## src/rtl/pixel_receiver.sv

```systemverilog
// pixel_receiver: decodes the first pixel of each WS2812B frame from an
// asynchronous serial line and presents it on a valid/ready handshake.
// Build option: define PIXEL_RECEIVER_FWD_EN to forward the remainder of the
// frame (everything after this device's pixel) on dout; otherwise dout is 0.
module pixel_receiver #(
  parameter int TCK_THRESH    = 9,
  parameter int TCK_MAX_HI    = 16,
  parameter int TCK_RESET_MIN = 400,
  parameter int CNT_COLOR     = 24
) (
  input  logic       clk,
  input  logic       reset_n,
  input  logic       din,
  output logic [7:0] red,
  output logic [7:0] green,
  output logic [7:0] blue,
  output logic       valid,
  input  logic       ready,
  output logic       frame_start,
  output logic       error,
  output logic       dout
);

  localparam int LO_W = $clog2(TCK_RESET_MIN + 1);
  localparam int HI_W = $clog2(TCK_MAX_HI + 2);
  localparam int BC_W = $clog2(CNT_COLOR);

  localparam logic [LO_W-1:0] LO_MAX   = LO_W'(TCK_RESET_MIN);
  localparam logic [LO_W-1:0] LO_TRIG  = LO_W'(TCK_RESET_MIN - 1);
  localparam logic [HI_W-1:0] HI_SAT   = HI_W'(TCK_MAX_HI + 1);
  localparam logic [HI_W-1:0] HI_MAX   = HI_W'(TCK_MAX_HI);
  localparam logic [HI_W-1:0] HI_THR   = HI_W'(TCK_THRESH);
  localparam logic [BC_W-1:0] BIT_LAST = BC_W'(CNT_COLOR - 1);

  typedef enum logic [1:0] {SYNC, LOW, HIGH} state_t;

  // Saturating increment for the low-time counter.
  function automatic logic [LO_W-1:0] sat_inc_lo(input logic [LO_W-1:0] v);
    return (v >= LO_MAX) ? LO_MAX : v + 1'b1;
  endfunction

  // Saturating increment for the high-time counter.
  function automatic logic [HI_W-1:0] sat_inc_hi(input logic [HI_W-1:0] v);
    return (v >= HI_SAT) ? HI_SAT : v + 1'b1;
  endfunction

  logic                 din_p0, din_p1;
  logic                 din_s;
  state_t               state, state_nxt;
  logic [LO_W-1:0]      lo_cnt, lo_cnt_nxt;
  logic [HI_W-1:0]      hi_cnt, hi_cnt_nxt;
  logic [BC_W-1:0]      bit_cnt, bit_cnt_nxt;
  logic                 first_done, first_done_nxt;
  logic [CNT_COLOR-2:0] shreg, shreg_nxt;
  logic [CNT_COLOR-1:0] pix_nxt;
  logic                 bit_val;
  logic                 fs_nxt, err_nxt, load;
  logic                 fs_p2, err_p2, vld_p2;
  logic [23:0]          pix_p2;

  assign din_s = din_p1;

  // Stage p0/p1: two-flop synchronizer for the asynchronous serial line.
  always_ff @(posedge clk) begin
    if (!reset_n) begin
      din_p0 <= 1'b0;
      din_p1 <= 1'b0;
    end else begin
      din_p0 <= din;
      din_p1 <= din_p0;
    end
  end

  // Pulse-timing FSM: next state, counters, bit decode and event pulses.
  always_comb begin
    state_nxt      = state;
    lo_cnt_nxt     = lo_cnt;
    hi_cnt_nxt     = hi_cnt;
    bit_cnt_nxt    = bit_cnt;
    first_done_nxt = first_done;
    shreg_nxt      = shreg;
    fs_nxt         = 1'b0;
    err_nxt        = 1'b0;
    load           = 1'b0;
    bit_val        = (hi_cnt >= HI_THR);
    pix_nxt        = {shreg, bit_val};
    case (state)
      SYNC: begin
        if (din_s) begin
          lo_cnt_nxt = '0;
        end else if (lo_cnt == LO_TRIG) begin
          // Line has been idle long enough: lock on and open a new frame.
          lo_cnt_nxt     = LO_MAX;
          state_nxt      = LOW;
          fs_nxt         = 1'b1;
          bit_cnt_nxt    = '0;
          first_done_nxt = 1'b0;
        end else begin
          lo_cnt_nxt = sat_inc_lo(lo_cnt);
        end
      end
      LOW: begin
        if (din_s) begin
          state_nxt  = HIGH;
          hi_cnt_nxt = '0;
          lo_cnt_nxt = '0;
        end else if (lo_cnt == LO_TRIG) begin
          // Frame reset; a partly received pixel is reported as truncated.
          lo_cnt_nxt     = LO_MAX;
          fs_nxt         = 1'b1;
          err_nxt        = (bit_cnt != '0);
          bit_cnt_nxt    = '0;
          first_done_nxt = 1'b0;
        end else begin
          lo_cnt_nxt = sat_inc_lo(lo_cnt);
        end
      end
      HIGH: begin
        if (hi_cnt > HI_MAX) begin
          // Malformed pulse: drop the pixel and resynchronise on a long low.
          state_nxt   = SYNC;
          err_nxt     = 1'b1;
          bit_cnt_nxt = '0;
          lo_cnt_nxt  = '0;
        end else if (din_s) begin
          hi_cnt_nxt = sat_inc_hi(hi_cnt);
        end else begin
          state_nxt  = LOW;
          lo_cnt_nxt = LO_W'(1);
          if (!first_done) begin
            if (bit_cnt == BIT_LAST) begin
              bit_cnt_nxt    = '0;
              first_done_nxt = 1'b1;
              if (!vld_p2 || ready) begin
                load = 1'b1;
              end else begin
                err_nxt = 1'b1;
              end
            end else begin
              bit_cnt_nxt = bit_cnt + 1'b1;
              shreg_nxt   = pix_nxt[CNT_COLOR-2:0];
            end
          end
        end
      end
      default: state_nxt = SYNC;
    endcase
  end

  // Stage p2 control: FSM state, counters and registered event pulses.
  always_ff @(posedge clk) begin
    if (!reset_n) begin
      state      <= SYNC;
      lo_cnt     <= '0;
      hi_cnt     <= '0;
      bit_cnt    <= '0;
      first_done <= 1'b0;
      fs_p2      <= 1'b0;
      err_p2     <= 1'b0;
    end else begin
      state      <= state_nxt;
      lo_cnt     <= lo_cnt_nxt;
      hi_cnt     <= hi_cnt_nxt;
      bit_cnt    <= bit_cnt_nxt;
      first_done <= first_done_nxt;
      fs_p2      <= fs_nxt;
      err_p2     <= err_nxt;
    end
  end

  // Stage p2 data: bit shift register; the bit counter qualifies its contents.
  always_ff @(posedge clk) begin
    shreg <= shreg_nxt;
  end

  // Stage p2 output: pixel holding register and valid/ready handshake.
  always_ff @(posedge clk) begin
    if (!reset_n) begin
      vld_p2 <= 1'b0;
      pix_p2 <= '0;
    end else if (load) begin
      vld_p2 <= 1'b1;
      pix_p2 <= pix_nxt[23:0];
    end else if (vld_p2 && ready) begin
      vld_p2 <= 1'b0;
    end
  end

  assign green       = pix_p2[23:16];
  assign red         = pix_p2[15:8];
  assign blue        = pix_p2[7:0];
  assign valid       = vld_p2;
  assign frame_start = fs_p2;
  assign error       = err_p2;

`ifdef PIXEL_RECEIVER_FWD_EN
  assign dout = first_done & din_s;
`else
  assign dout = 1'b0;
`endif

endmodule

```

## config.mk

```make
export PLATFORM = sky130hd
export DESIGN_NAME = pixel_receiver
export DESIGN_NICKNAME = d
export VERILOG_FILES = /design/src/rtl/pixel_receiver.sv
export SDC_FILE = /design/constraint.sdc
export NUM_CORES = 1
export LEC_CHECK = 0
export ABC_AREA = 1
export BUFFER_PORTS_ARGS = -buffer_cell sky130_fd_sc_hd__clkbuf_2
export CORE_UTILIZATION = 63
export CTS_BUF_LIST = sky130_fd_sc_hd__clkbuf_16
export CTS_CLUSTER_SIZE = 30
export DETAILED_ROUTE_END_ITERATION = 8
export PLACE_DENSITY = 0.84
export SLEW_MARGIN = 0
export SYNTH_ARGS = -nofsm -noshare
export SYNTH_HDL_FRONTEND = slang
export SYNTH_SLANG_ARGS = --single-unit
```

## constraint.sdc

```tcl
create_clock -name clk -period 5.71 [get_ports clk]
set_input_delay 0.571 -clock clk [delete_from_list [all_inputs] [get_ports clk]]
set_output_delay 0.571 -clock clk [all_outputs]
set_load 0.02 [all_outputs]
```

**After elaboration in Yosys (flattened, before gate mapping)**

Index checks and enable logic that the tools add are counted.

- Register bits after elaboration: 74
- Input port bits: 4
- Output and inout bits: 28
- Word-level logic and storage cells: 103

- Add/sub/neg operators: 3
- Order comparisons: 4
- Eq/ne operators: 14
- Multiplexer cells: 48
- Bitwise logic cells: 6
- Reduce and logical (&&, ||, !) cells: 16

Operators by type and width:

| operator | number |
|---|---|
| $mux W5 | 10 |
| $mux W9 | 5 |
| $mux W1 | 22 |
| $pmux W5 S2 | 2 |
| $pmux W9 S2 | 1 |
| $reduce_and A5 Y1 | 3 |
| $ne A2 B2 Y1 const B | 7 |
| $add A5 B1 Y5 const B | 2 |
| $mux W2 | 5 |
| $add A9 B1 Y9 const B | 1 |
| $eq A9 B9 Y1 const B | 1 |
| $ge A9 B9 Y1 const B | 1 |
| $reduce_and A4 Y1 | 2 |
| $ne A3 B3 Y1 const B | 2 |
| $not A1 Y1 | 6 |
| $pmux W2 S3 | 1 |
| $reduce_bool A2 Y1 | 3 |
| $eq A5 B5 Y1 const B | 1 |
| $ge A5 B4 Y1 const B | 1 |
| $ge A5 B5 Y1 const B | 1 |
| $gt A5 B5 Y1 const B | 1 |
| $reduce_bool A5 Y1 | 1 |
| $pmux W1 S2 | 2 |
| $reduce_or A3 Y1 | 1 |
| other kinds (9) | 9 |

**Depth between registers and ports, before layout**

Gate-level depths: netlist of the first run.

- Depth after elaboration: 9
- Depth in mapped cells: 12
- Mapped depth without buffers: 11

**Worst setup path before layout of the first run**

OpenSTA, ideal clock, no wires.

- Kind: reg-to-reg
- Start point: register hi_cnt[0]
- End point: register shreg[0], enable pin
- Setup time: 432 ps
- Data arrival time: 2,480 ps
- Data required time: 5,278 ps
- Slack: 2,798 ps
- Cell stages (with the launch flop): 7
- Path buffers: 0
- Period minus slack after synthesis: 2,912 ps
- Cells stage by stage: dfxtp_1 inv_1 ha_1 nand3_2 nand2_2 nand2_4 nor3_1

- Word-level cells in the longest chain between the ends: 3

Ends and longest elaborated chain:

| what | RTL line | text |
|---|---|---|
| start, declared | 51 | `logic [HI_W-1:0] hi_cnt, hi_cnt_nxt;` |
| start signal, assigned | 163 | `hi_cnt <= hi_cnt_nxt;` |
| $gt A5 B5 Y1 | 119 | `if (hi_cnt > HI_MAX) begin` |
| $not A1 Y1 (no source line) | - |  |
| $reduce_and A5 Y1 (no source line) | - |  |
| end signal, assigned | 173 | `shreg <= shreg_nxt;` |
| end, declared | 54 | `logic [CNT_COLOR-2:0] shreg, shreg_nxt;` |

No other way between the ends.
A chain may end at the register's enable or synchronous reset.

**Worst setup path in the final report of the first run**

- Start point: register state[0]
- End point: register pix_p2[8]

- Word-level cells in the longest chain between the ends: 2

Ends and longest elaborated chain:

| what | RTL line | text |
|---|---|---|
| start, declared | 49 | `state_t state, state_nxt;` |
| start signal, assigned | 161 | `state <= state_nxt;` |
| $eq A2 B2 Y1 | 87 | `case (state)` |
| $mux W1 | 87 |  |
| end signal, assigned | 183 | `pix_p2 <= pix_nxt[23:0];` |
| end, declared | 59 | `logic [23:0] pix_p2;` |

No other way between the ends.

==> results of run 1 <==
per-stage QoR:
| stage | cells | hold WS (ns) | util (%) |
|---|---|---|---|
| floorplan | 389 | 0.390 | - |
| global placement | 474 | 0.393 | 70.8 |
| detailed placement | 474 | 0.398 | 70.8 |
| CTS | 490 | 0.411 | 77.8 |
| global route | 490 | 0.429 | 77.8 |
| finish | 490 | 0.409 | 77.8 |
cell families (layout without fill, tap and decap cells):
family / count (synthesis) / count (layout) / synth area share (%)
compound gates: 62 / 62 / 9.86
xor+xnor: 2 / 2 / 0.535
fa+ha+maj: 13 / 13 / 4.97
buf+inv: 53 / 87 / 7.34
flops: 74 / 74 / 52.3
other cells: 1 / 1 / 0.115
simple gates: 184 / 184 / 24.9
flip-flops by register name, indices dropped and copies added, names as in the netlist, 2 cells and up:
| signal | flops |
|---|---|
| pix_p2 | 24 |
| bit_cnt | 5 |
| shreg | 23 |
| state | 2 |
| hi_cnt | 5 |
| lo_cnt | 9 |
tightest hold or removal path: stages (launching register included):
cell	delay, ns
dfxtp_1	0.30
nand2_1	0.04
inv_1	0.04
report_power, final:
part	switching, mW	leakage [nW]	internal (mW)
logic	0.0341	0.860	0.0137
clock network	0.211	0.172	0.423
registers	0.00667	0.618	0.549
total	0.251	1.65	0.986
final timing paths:
check        startpoint   endpoint  slack (ns)  depth (start not counted)
max            state[0]  pix_p2[8]        3.18                          7
max reg2reg    state[0]  pix_p2[8]        3.18                          7
min              din_p0     din_p1        0.41                          2
min reg2reg      din_p0     din_p1        0.41                          2
layout make-up:
cell class / count / area, sq um / area share [%]
sequential: 74 / 1710 / 45.4
clock buffer: 9 / 225 / 5.97
clock inverter: 7 / 111 / 2.95
timing repair buffer: 31 / 158 / 4.18
tap: 67 / 83.8 / 2.22
multi-input combinational: 262 / 1330 / 35.2
inverter: 40 / 153 / 4.05
layer usage:
metal  GRT usage (%)  share of wire [%]  vias up
met2            44.0                 49       66
met4            12.0                1.3        0
met5               0                  0        -
li1                -                  -     1327
met3            6.23                5.7        8
met1            34.9                 44     1246
placed cells by master (no fill, tap or decap), types with 2 or more instances in the layout:
cell type	Yosys	final
nor2_1	69	69
nand2_1	63	63
dfxtp_1	51	51
inv_1	36	38
clkbuf_2	0	30
nand3_1	25	25
a21oi_1	23	23
edfxtp_1	23	23
o21ai_0	19	19
o21ai_1	15	15
ha_1	13	13
clkbuf_16	0	9
nand4_1	7	7
nor2_2	5	5
nor3_1	6	5
inv_2	3	3
bufinv_16	0	3
nand3_2	2	2
nand2_2	2	2
o211ai_1	2	2
o31ai_1	2	2
xor2_1	2	2
nor3_4	2	2
==> impl_metrics.py, run 1 <==
metrics = {
    "setup_path": {
        "critical_path_arrival_ns": 2.75,
        "cp_num_buf_inv": 2,
        "cp_common_cell": "nor2_1",
        "path_cells": "inv_1 -> ha_1 -> nand2_4 -> nor3_4 -> inv_4 -> nor2_1 -> nor2_1",
        "critPathRequiredTime_ns": 5.93,
        "path_class": "flop to flop",
        "crit_fanout": 25,
        "critPathLaunchType": "flop",
        "crit_slowest_cell": "nor3_4",
        "slowest_delay_ns": 0.83,
        "cp_top_family": "simple AND/OR/NAND/NOR gates",
        "cp-end-kind": "flop",
    },
    "yosys": {
        "synth_area_leader_cell": "dfxtp_1",
        "synth_top_area_share_pct": 31.2,
        "yosys_most_used_dff": "dfxtp_1",
        "synth_warnings": 0,
        "synth_cells": 389,
        "ys_top_cells_by_count": "nor2_1 (69), nand2_1 (63), dfxtp_1 (51)",
        "syn_nets": 406,
        "syn_area_per_cell_sq_um": 8.42,
        "synth-seq-cells": 74,
        "synth_edf_count": 23,
        "ys_types": 30,
        "async_flop_share_pct": 0,
        "synth.most_common_cell": "nor2_1",
        "ys_seq_area_share_pct": 52.3,
        "synthTopCellsByArea": "dfxtp_1 (31%), edfxtp_1 (21%), nor2_1 (7.9%), nand2_1 (7.2%), ha_1 (5.0%)",
        "syn-cell-area_sq_um": 3270,
    },
    "placement": {
        "dpl.hpwl_microns": 4160,
        "post_dp_cell_area_sq_um": 3430,
        "place_ws_ns": 3.18,
        "gp_congestion": 0.895,
        "io_buffers": 30,
    },
    "flow_run": {
        "drv_cap": 0,
    },
    "layout": {
        "insertedDiodeCount": 0,
        "finalInstanceArea_sq_um": 3770,
        "drive_gt1_share_pct": 14.9,
        "area_growth_pct": 15.1,
        "fillers": 337,
        "nNetsFinal": 435,
    },
    "pwr": {
        "power_density_nw_per_um2": 328,
        "fin_total_pwr_mw": 1.24,
        "power.leakage_nw": 1.65,
        "max-vdd-ir-drop_v": 0.000210,
    },
    "clock_tree": {
        "cts_resized": 0,
        "post_cts_buffers": 0,
        "cts_buffers": 9,
        "clock_latency_ns": 0.33,
        "htree_num_levels": 3,
        "clockRootBuffer": "clkbuf_16",
        "cts_tree": "built",
        "clock_path_buffers": 2,
        "clkTransAtPathRegs_ns": 0.06,
        "numClockSinks": 74,
        "postCtsHoldBufs": 0,
    },
    "die": {
        "pin_count": 32,
        "fp-row-count": 25,
        "core_area_sq_um": 4850,
        "start_util_pct": 67.5,
        "chipWidth_microns": 74.1,
        "die_h_microns": 74.1,
        "die_area_sq_um": 5490,
    },
    "sta": {
        "setup-violations-final": 0,
        "tns_ns": 0,
        "fin_crit_sh_pct": 44.4,
        "fin_worst_skew_ns": 0.00504,
        "slew_headroom_pct": 32.8,
        "rsz0062_at_grt": "false",
        "worst_pin_slew_ns": 1.00,
        "setup_slack_ns": 3.18,
        "timing.fmax_mhz": 395,
        "hold_violations": 0,
        "min_period_ns": 2.53,
        "slew_viol_final": 0,
    },
    "routing": {
        "wl_per_cell_microns": 13.9,
        "drc": 0,
        "wl_microns": 6810,
        "viasPerCell": 5.40,
        "num_vias": 2647,
        "drt-initial-drc-count": 192,
        "ant_nets": 0,
        "drt_pass1_iterations": 4,
    },
    "grt": {
        "antenna_found_initial": 0,
        "grt_pass1_vias": 2510,
        "grt_pass1_wl_microns": 11100,
        "grt_max_degree": 37,
        "grt_overflow": 0,
        "grt_use_total_pct": 27.1,
    },
    "min_path": {
        "hp-class": "flop to flop",
    },
    "run_status": {
        "status": "complete, no violations",
    },
}
Note: power is estimated with default switching activity, not from simulation.
==> inputs of run 2 (changes only) <==
--- a/config.mk
+++ b/config.mk
@@ -7,11 +7,11 @@
 export LEC_CHECK = 0
 export ABC_AREA = 1
 export BUFFER_PORTS_ARGS = -buffer_cell sky130_fd_sc_hd__clkbuf_2
-export CORE_UTILIZATION = 63
+export CORE_UTILIZATION = 58
 export CTS_BUF_LIST = sky130_fd_sc_hd__clkbuf_16
 export CTS_CLUSTER_SIZE = 30
 export DETAILED_ROUTE_END_ITERATION = 8
-export PLACE_DENSITY = 0.84
+export PLACE_DENSITY = 0.78
 export SLEW_MARGIN = 0
 export SYNTH_ARGS = -nofsm -noshare
 export SYNTH_HDL_FRONTEND = slang
==> constraint.sdc (replaced) <==
create_clock -name clk -period 2.5 [get_ports clk]
set_input_delay 0.25 -clock clk [delete_from_list [all_inputs] [get_ports clk]]
set_output_delay 0.25 -clock clk [all_outputs]
set_load 0.02 [all_outputs]
==> impl_metrics.py, run 2 (synthesized netlist as in run 1, its figures left out) <==
metrics = {
    "clock_tree": {
        "clkTransAtPathRegs_ns": 0.06,
        "htree_num_levels": 3,
        "clockRootBuffer": "clkbuf_16",
        "clock_latency_ns": 0.33,
        "clock_path_buffers": 2,
        "cts_resized": 0,
        "cts_tree": "built",
        "cts_buffers": 9,
        "postCtsHoldBufs": 0,
        "post_cts_buffers": 0,
        "numClockSinks": 74,
    },
    "layout": {
        "nNetsFinal": 437,
        "fillers": 401,
        "reg_top3": "pix_p2 x24, shreg x23, lo_cnt x9",
        "area_growth_pct": 15.1,
        "drive_gt1_share_pct": 15.3,
        "largest_reg_flops": 24,
        "layout_common_cells": "nor2_1 (69), nand2_1 (63), dfxtp_1 (51)",
        "insertedDiodeCount": 0,
        "instances_no_fill": 495,
        "final_common_cell": "nor2_1",
        "largest_register": "pix_p2",
    },
    "pwr": {
        "max-vdd-ir-drop_v": 0.000459,
        "power_density_nw_per_um2": 728,
        "intPower_mw": 2.16,
        "swShare_pct": 21.3,
        "p_sw_uw": 585,
        "pwr-share-comb_pct": 4.1,
        "power.leakage_nw": 1.64,
        "power_frac_seq_pct": 46.3,
        "clockPowerShare_pct": 49.6,
    },
    "routing": {
        "drt-initial-drc-count": 204,
        "routedLengthMet1_microns": 3040,
        "viasPerCell": 5.52,
        "drt_pass1_iterations": 4,
        "met3_length_microns": 457,
        "wl_met2_microns": 3350,
        "top_layer_used": "met4",
        "drc": 0,
        "num_vias": 2734,
        "ant_nets": 0,
        "wl_per_cell_microns": 14.1,
        "wl_microns": 6980,
    },
    "sta": {
        "tns_ns": 0,
        "fin_worst_skew_ns": 0.00510,
        "worst_pin_slew_ns": 0.625,
        "slew_headroom_pct": 58.3,
        "timing.fmax_mhz": 500,
        "rsz0062_at_grt": "false",
        "hold_violations": 0,
        "setup-violations-final": 0,
        "fin_crit_sh_pct": 80.0,
        "min_period_ns": 2.00,
        "slew_viol_final": 0,
    },
    "grt": {
        "grt_pass1_vias": 2498,
        "grt_pass1_wl_microns": 11500,
        "grt_max_degree": 36,
        "antenna_found_initial": 0,
        "grt_overflow": 0,
        "grt_use_total_pct": 25.0,
    },
    "die": {
        "pin_count": 32,
        "start_util_pct": 62.1,
        "die_area_sq_um": 5950,
        "core_area_sq_um": 5270,
        "chipWidth_microns": 77.1,
        "fp-row-count": 26,
        "die_h_microns": 77.1,
    },
    "setup_path": {
        "cp-end-kind": "flop",
        "r2r_cells": 10,
        "path_class": "flop to flop",
        "critical_path_arrival_ns": 2.22,
        "critPathRequiredTime_ns": 2.72,
        "critPathLaunchType": "flop",
        "crit_fanout": 8,
    },
    "min_path": {
        "hold_path_depth": 3,
        "hp-class": "input port to flop",
    },
    "placement": {
        "io_buffers": 30,
        "placed_cells": 479,
        "gp_congestion": 0.837,
        "dpl.hpwl_microns": 4370,
    },
    "flow_run": {
        "drv_cap": 0,
    },
    "run_status": {
        "status": "complete, no violations",
    },
}
-- run 2: cell types whose count changed in the layout (fill, tap and decap cells not counted) --
cell	delta
clkinv_2	-1
inv_1	-2
clkinv_1	+2
buf_4	+2
bufinv_16	-1
clkinvlp_4	+1
inv_6	+1
-- run 2: metal layers --
metal  vias up  track usage (%)
li1       1332                -
met1      1270             31.6
met2       115             39.8
met3        17             6.67
met4         0             10.9
met5         -                0
-- run 2: worst max-delay path, cell delays in order, from the launching register on --
cell and delay [ns]:
dfxtp_1 0.44, inv_1 0.10, ha_1 0.32, nand2_1 0.12
inv_1 0.06, nand2_1 0.16, nand2_1 0.18, inv_1 0.19
nand2_1 0.09, o21ai_0 0.15, nor2_1 0.06
-- run 2: path summary, 6_finish.rpt --
path                               start        end  slack, ns
worst min register to register    din_p0     din_p1       0.42
worst max-delay path            state[0]  lo_cnt[6]       0.50
worst min-delay path                 din     din_p0       0.12
worst max register to register  state[0]  lo_cnt[6]       0.50
-- run 2: power groups by stage --
stage	clock network [mW]	logic, mW	registers, mW
6_report	1.36	0.113	1.27
5_1_grt	1.42	0.128	1.27
4_1_cts	1.37	0.112	1.27
3_5_place_dp	0	0.108	1.30
3_3_place_gp	0	0.106	1.29
2_1_floorplan	0	0.0843	1.29
-- run 2: through the flow --
step	cell area (sq um)	util [%]	worst slack (ns)	hold WS [ns]	power, mW
after floorplan	3280	-	0.301	0.348	1.37
after global placement	3450	65.5	0.654	0.403	1.40
after detailed placement	3450	65.5	0.548	0.414	1.40
after CTS	3770	71.5	0.522	0.119	2.75
after global routing	3770	71.5	0.254	0.127	2.82
final	3770	71.5	0.500	0.125	2.74
-- run 2: area by class of cell --
class                   count  area, sq um  area share (%)
clock buffers               9          225            5.97
clock inverters             7         92.6            2.46
inverters                  40          153            4.05
multi-input cells         262         1330            35.2
flip-flops and latches     74         1710            45.4
well taps                  70         87.6            2.32
repair buffers             33          173            4.58
